`src/rtl/load_buffer_tracker.sv`:
```
// Load buffer tracker: allocates entry indices for in-flight loads and returns their metadata on response.
// Build option: LOAD_BUFFER_TRACKER_OOO_EN selects out-of-order completion; undefined gives an in-order FIFO.
module load_buffer_tracker #(
  parameter int NR_ENTRIES    = 2,
  parameter int TRANS_ID_BITS = 3,
  parameter int OFFSET_BITS   = 3,
  parameter int IDX_W         = (NR_ENTRIES > 1) ? $clog2(NR_ENTRIES) : 1,
  parameter int CNT_W         = $clog2(NR_ENTRIES + 1)
) (
  input  logic                     clk_i,
  input  logic                     rst_i,
  input  logic                     flush_i,
  input  logic                     alloc_valid_i,
  output logic                     alloc_ready_o,
  input  logic [TRANS_ID_BITS-1:0] alloc_trans_id_i,
  input  logic [OFFSET_BITS-1:0]   alloc_offset_i,
  input  logic [1:0]               alloc_size_i,
  input  logic                     alloc_sign_i,
  output logic [IDX_W-1:0]         alloc_idx_o,
  input  logic                     rsp_valid_i,
  input  logic [IDX_W-1:0]         rsp_idx_i,
  output logic                     done_valid_o,
  output logic [TRANS_ID_BITS-1:0] done_trans_id_o,
  output logic [OFFSET_BITS-1:0]   done_offset_o,
  output logic [1:0]               done_size_o,
  output logic                     done_sign_o,
  output logic                     error_o,
  output logic [CNT_W-1:0]         occupancy_o
);

  localparam logic [IDX_W-1:0] LAST_IDX = IDX_W'(NR_ENTRIES - 1);

  logic [NR_ENTRIES-1:0]    used;
  logic [NR_ENTRIES-1:0]    killed;
  logic [TRANS_ID_BITS-1:0] transIdMem [NR_ENTRIES];
  logic [OFFSET_BITS-1:0]   offsetMem  [NR_ENTRIES];
  logic [1:0]               sizeMem    [NR_ENTRIES];
  logic                     signMem    [NR_ENTRIES];

  logic             allocFree;
  logic             allocFire;
  logic [IDX_W-1:0] allocIdx;
  logic             rspInRange;
  logic             rspOrderOk;
  logic             rspAccept;
  logic             rspLive;
  logic             rspErr;

  // Non-power-of-two sizes leave index codes that map to no entry.
  if (NR_ENTRIES == (1 << IDX_W)) begin : g_pow2
    assign rspInRange = 1'b1;
  end else begin : g_npow2
    assign rspInRange = (rsp_idx_i <= LAST_IDX);
  end

`ifdef LOAD_BUFFER_TRACKER_OOO_EN
  always_comb begin
    allocIdx = '0;
    for (int i = NR_ENTRIES - 1; i >= 0; i--) begin
      if (!used[i]) allocIdx = IDX_W'(i);
    end
  end
  assign allocFree  = |(~used);
  assign rspOrderOk = 1'b1;
`else
  logic [IDX_W-1:0] wrPtr;
  logic [IDX_W-1:0] rdPtr;

  function automatic logic [IDX_W-1:0] nextPtr(input logic [IDX_W-1:0] p);
    return (p == LAST_IDX) ? '0 : p + 1'b1;
  endfunction

  // In FIFO order the write slot is free exactly when any slot is free.
  assign allocIdx   = wrPtr;
  assign allocFree  = !used[wrPtr];
  assign rspOrderOk = (rsp_idx_i == rdPtr);

  always_ff @(posedge clk_i) begin
    if (rst_i) begin
      wrPtr <= '0;
      rdPtr <= '0;
    end else begin
      if (allocFire) wrPtr <= nextPtr(wrPtr);
      if (rspAccept) rdPtr <= nextPtr(rdPtr);
    end
  end
`endif

  assign alloc_ready_o = !flush_i && allocFree;
  assign alloc_idx_o   = allocIdx;
  assign allocFire     = alloc_valid_i && alloc_ready_o;

  assign rspAccept = rsp_valid_i && rspInRange && used[rsp_idx_i] && rspOrderOk;
  assign rspErr    = rsp_valid_i && !rspAccept;
  // A response landing in the flush cycle belongs to a killed load.
  assign rspLive   = rspAccept && !killed[rsp_idx_i] && !flush_i;

  always_ff @(posedge clk_i) begin
    if (rst_i) begin
      used            <= '0;
      killed          <= '0;
      done_valid_o    <= 1'b0;
      done_trans_id_o <= '0;
      done_offset_o   <= '0;
      done_size_o     <= '0;
      done_sign_o     <= 1'b0;
      error_o         <= 1'b0;
      occupancy_o     <= '0;
    end else begin
      error_o      <= rspErr;
      done_valid_o <= rspLive;
      if (rspLive) begin
        done_trans_id_o <= transIdMem[rsp_idx_i];
        done_offset_o   <= offsetMem[rsp_idx_i];
        done_size_o     <= sizeMem[rsp_idx_i];
        done_sign_o     <= signMem[rsp_idx_i];
      end
      for (int i = 0; i < NR_ENTRIES; i++) begin
        if (flush_i && used[i]) killed[i] <= 1'b1;
        if (rspAccept && rsp_idx_i == IDX_W'(i)) begin
          used[i]   <= 1'b0;
          killed[i] <= 1'b0;
        end
        if (allocFire && allocIdx == IDX_W'(i)) begin
          used[i]   <= 1'b1;
          killed[i] <= 1'b0;
        end
      end
      occupancy_o <= occupancy_o + CNT_W'(allocFire) - CNT_W'(rspAccept);
    end
  end

  always_ff @(posedge clk_i) begin
    if (allocFire) begin
      transIdMem[allocIdx] <= alloc_trans_id_i;
      offsetMem[allocIdx]  <= alloc_offset_i;
      sizeMem[allocIdx]    <= alloc_size_i;
      signMem[allocIdx]    <= alloc_sign_i;
    end
  end

endmodule
```
`config.mk`:
```
export PLATFORM = sky130hd
export DESIGN_NAME = load_buffer_tracker
export DESIGN_NICKNAME = d
export VERILOG_FILES = /design/src/rtl/load_buffer_tracker.sv
export SDC_FILE = /design/constraint.sdc
export NUM_CORES = 1
export LEC_CHECK = 0
export BUFFER_PORTS_ARGS = -buffer_cell sky130_fd_sc_hd__buf_2
export CAP_MARGIN = 20
export CELL_PAD_IN_SITES_DETAIL_PLACEMENT = 2
export CELL_PAD_IN_SITES_GLOBAL_PLACEMENT = 2
export CORE_MARGIN = 2
export CORE_UTILIZATION = 34
export CTS_BUF_LIST = sky130_fd_sc_hd__clkbuf_8
export CTS_CLUSTER_SIZE = 28
export DETAILED_ROUTE_END_ITERATION = 8
export PLACE_DENSITY_LB_ADDON = 0.1
export SYNTH_ARGS = -nofsm -noshare
export SYNTH_HDL_FRONTEND = slang
export SYNTH_SLANG_ARGS = --single-unit
export TNS_END_PERCENT = 1
```
`constraint.sdc`:
```
create_clock -name clk_i -period 2.27 [get_ports clk_i]
set_clock_uncertainty 0.2 [all_clocks]
set_input_delay 0.454 -clock clk_i [delete_from_list [all_inputs] [get_ports clk_i]]
set_output_delay 0.454 -clock clk_i [all_outputs]
set_load 0.02 [all_outputs]
```
==> impl_results.md <==
* Crit path capture type: flip-flop
* GP Congestion at 0.738
* Critical Path RT at 2.23 ns
* Die ar. at 0.00498 mm^2
* Drt pass-1 iters at 2
* Final Cycle Share at 0.919
* Pint at 0.995 mW
* Post-synthesis sequential area ratio at 0.611
* Cell count after synthesis at 115
* N_diodes at 0
* Clock Latency Late Sink at 0.29 ns
* Final Max Slew Viols at 0
* Largest net degree at the start of global routing at 29
* First-pass GRT wire length at 4990 um
* Vias per cell at 4.72
* Critical-path cell list: mux2i_1 -> nand2b_1 -> ha_1 -> inv_1 -> ha_1 -> xor2_1 -> xnor2_1 -> nor2_1
* Final #Nets at 166
* Antenna violations before repair at 0
* I/O Buffers at 29
* Slew at the pin closest to its max-slew limit at 0.525 ns
* Initial Utilization at 0.348
* Max Fanout on Critical Path at 5
* Worst vdd ir at 0.376 mV
* Post-Syn Nets at 132
* Number of global-route vias before repair at 1,015
* Outcome: finished, final reports clean
* Drt drc at 0
* H-tree depth at 2
* Routed wire length at 3060 um
* CP Launch Type: flip-flop
* Final non-filler cell total at 202
* Worst path bufs/invs at 1
* CTS tree: yes
* Sink Count at 37
* Reg area at 922 um^2
* Met1 Track Usage GR at 0.180
* Final setup vio count at 0
* Netlist Area Pre-Place at 0.00151 mm^2
* Leakage power at 0.802 nW
* CP peak stage delay at 0.42 ns
* RSZ-0062 raised after global routing: no
* DP Cell Count at 194
* Rows at 24
* Area grow syn2layout at 20.6%
* Netlist cell types at 27
* Reg clk slew, reported paths at 0.08 ns
* Met3 GRT Util at 0.0427
* Pwr Density at 734 mW/mm^2
* CTS root buf: clkbuf_8
* Max stage delay cell, worst path: dfxtp_1
* Synthesis-stage register bit count at 37
* Relative slew slack at 0.650
* Met2 track demand over resource at 0.201
* P_sw at 0.337 mW
* Die span in x at 70.6 um
* MaxCap Viol Count at 0
* Multi-input gate area at 561 um^2
* Longest Clk Path Bufs at 2
* Switching share of power at 0.253
* Final hold viol count at 0
* HP Class: in2reg
* DR vias at 954
* Clock power frac at 0.363
* Filler instances at 457
* Busiest grt layer: met2
* Max frequency at 479 MHz
* Crit path max-delay family: adder cells
* Reg2reg setup slack at 0.18 ns
* Comb pwr share at 0.085
* CP most frequent cell: ha_1
* Setup TNS at 0 ns
* Worst EP arrival at 2.05 ns
* Yosys Warn Count at 0
* Critical path class: reg2reg
* Fraction of layout instances using a drive strength above 1 at 0.347
* Number of DRC markers in iteration 0 at 51
* Routed WL per cell at 15.2 um
* Core Region at 0.00432 mm^2
* Syn avg cell area at 13.1 um^2
* Cts bufs inserted at 5
* Period minus WS final at 2.09 ns
* Final antenna-violating net count at 0
* Die height at 70.6 um
* Top Ports at 30
* Register share of total power at 0.552
* Total grt overflow at 0
* GRT Overall Usage at 0.133
## cell usage after synthesis (all sizes together)
library cell | count | area (um^2)
dfxtp | 19 | 380
edfxtp | 18 | 541
nor2 | 15 | 56.3
nor2b | 11 | 68.8
mux2 | 10 | 146
mux2i | 10 | 100
a21oi | 6 | 30.0
buf | 4 | 26.3
nand2b | 3 | 18.8
ha | 2 | 25.0
inv | 2 | 7.51
nand2 | 2 | 7.51
a211o | 1 | 8.76
a2bb2oi | 1 | 8.76
and3 | 1 | 6.26
clkbuf | 1 | 3.75
nand4 | 1 | 6.26
nand4bb | 1 | 11.3
nor3 | 1 | 5.00
nor3b | 1 | 7.51
nor4b | 1 | 8.76
nor4bb | 1 | 10.0
o21ai | 1 | 5.00
xnor2 | 1 | 8.76
xor2 | 1 | 8.76
## flip-flops by register name, summed over array words and instances (netlist names), 2 cells and up
signal / count
done_trans_id_o: 3
done_size_o: 2
sizeMem: 4
transIdMem: 6
offsetMem: 6
occupancy_o: 2
used: 2
signMem: 2
killed: 2
done_offset_o: 3
## path summary, 6_finish.rpt
check                            from               end  depth (start not counted)
setup / recovery          alloc_idx_o    occupancy_o[1]                          8
hold / removal    alloc_trans_id_i[0]  transIdMem[0][0]                          1
setup reg to reg          alloc_idx_o    occupancy_o[1]                          8
hold reg to reg             killed[1]         killed[1]                          2
## cells in the final DEF (no fill, tap or decap), types with 2 or more instances in the layout
master / n
a21oi_1: 6
buf_2: 29
buf_4: 3
clkbuf_8: 5
dfxtp_1: 18
edfxtp_1: 18
ha_1: 2
inv_1: 2
inv_6: 2
mux2_4: 9
mux2i_1: 10
nand2_1: 2
nand2b_1: 3
nor2_1: 15
nor2b_1: 11
## kinds of logic (layout without fill, tap and decap cells)
family,count (synthesis),count (layout),synth area share
compound gates,9,9,0.0349
mux,20,20,0.164
xor+xnor,2,2,0.0116
fa+ha+maj,2,2,0.0166
flops,37,37,0.611
buf+inv,7,42,0.0249
simple gates,38,38,0.137
## area by class of cell
type / count / share of cell area
Timing Repair Buffer: 32 / 0.0923
Clock buffer: 5 / 0.0379
Sequential cell: 37 / 0.508
Tap cell: 52 / 0.0358
Multi-Input combinational cell: 71 / 0.309
Clock inverter: 3 / 0.0138
Inverter: 2 / 0.00413
## stage by stage
step / total power [mW] / hold WS (ns) / cell area [um^2] / setup WS, ns / utilization
after floorplan: 0.819 / 0.281 / 1510 / 0.0703 / -
after global placement: 0.859 / 0.316 / 1720 / 0.141 / 0.398
after detailed placement: 0.868 / 0.346 / 1720 / 0.0322 / 0.398
after CTS: 1.36 / 0.131 / 1820 / 0.144 / 0.420
after global routing: 1.40 / 0.133 / 1820 / 0.0554 / 0.420
final: 1.33 / 0.141 / 1820 / 0.184 / 0.420
## worst reg2reg max path, cell delays in order (launching register included)
cell and delay [ns]:
dfxtp_1 0.42, mux2i_1 0.29, nand2b_1 0.13, ha_1 0.31, inv_1 0.06, ha_1 0.14
xor2_1 0.20, xnor2_1 0.14, nor2_1 0.06
## per-layer routing
layer,vias to the layer above,wire [um]
met5,-,0
met4,0,32
met3,5,149
met2,25,1400
met1,453,1480
li1,471,-
## what timing repair did
action | 4_1_cts | 5_1_grt
resized for setup | 0 | 1
setup endpoints to repair | 0 | 1
buffers inserted | 0 | 0
hold buffers | 0 | 0
## power by group through the flow
stage	Sequential [mW]	Combinational [mW]	Clock, mW
floorplan	0.758	0.0609	0
global placement	0.750	0.109	0
detailed placement	0.752	0.116	0
CTS	0.736	0.116	0.505
global route	0.739	0.127	0.531
finish	0.736	0.113	0.484
(Power assumes the default switching activity.)
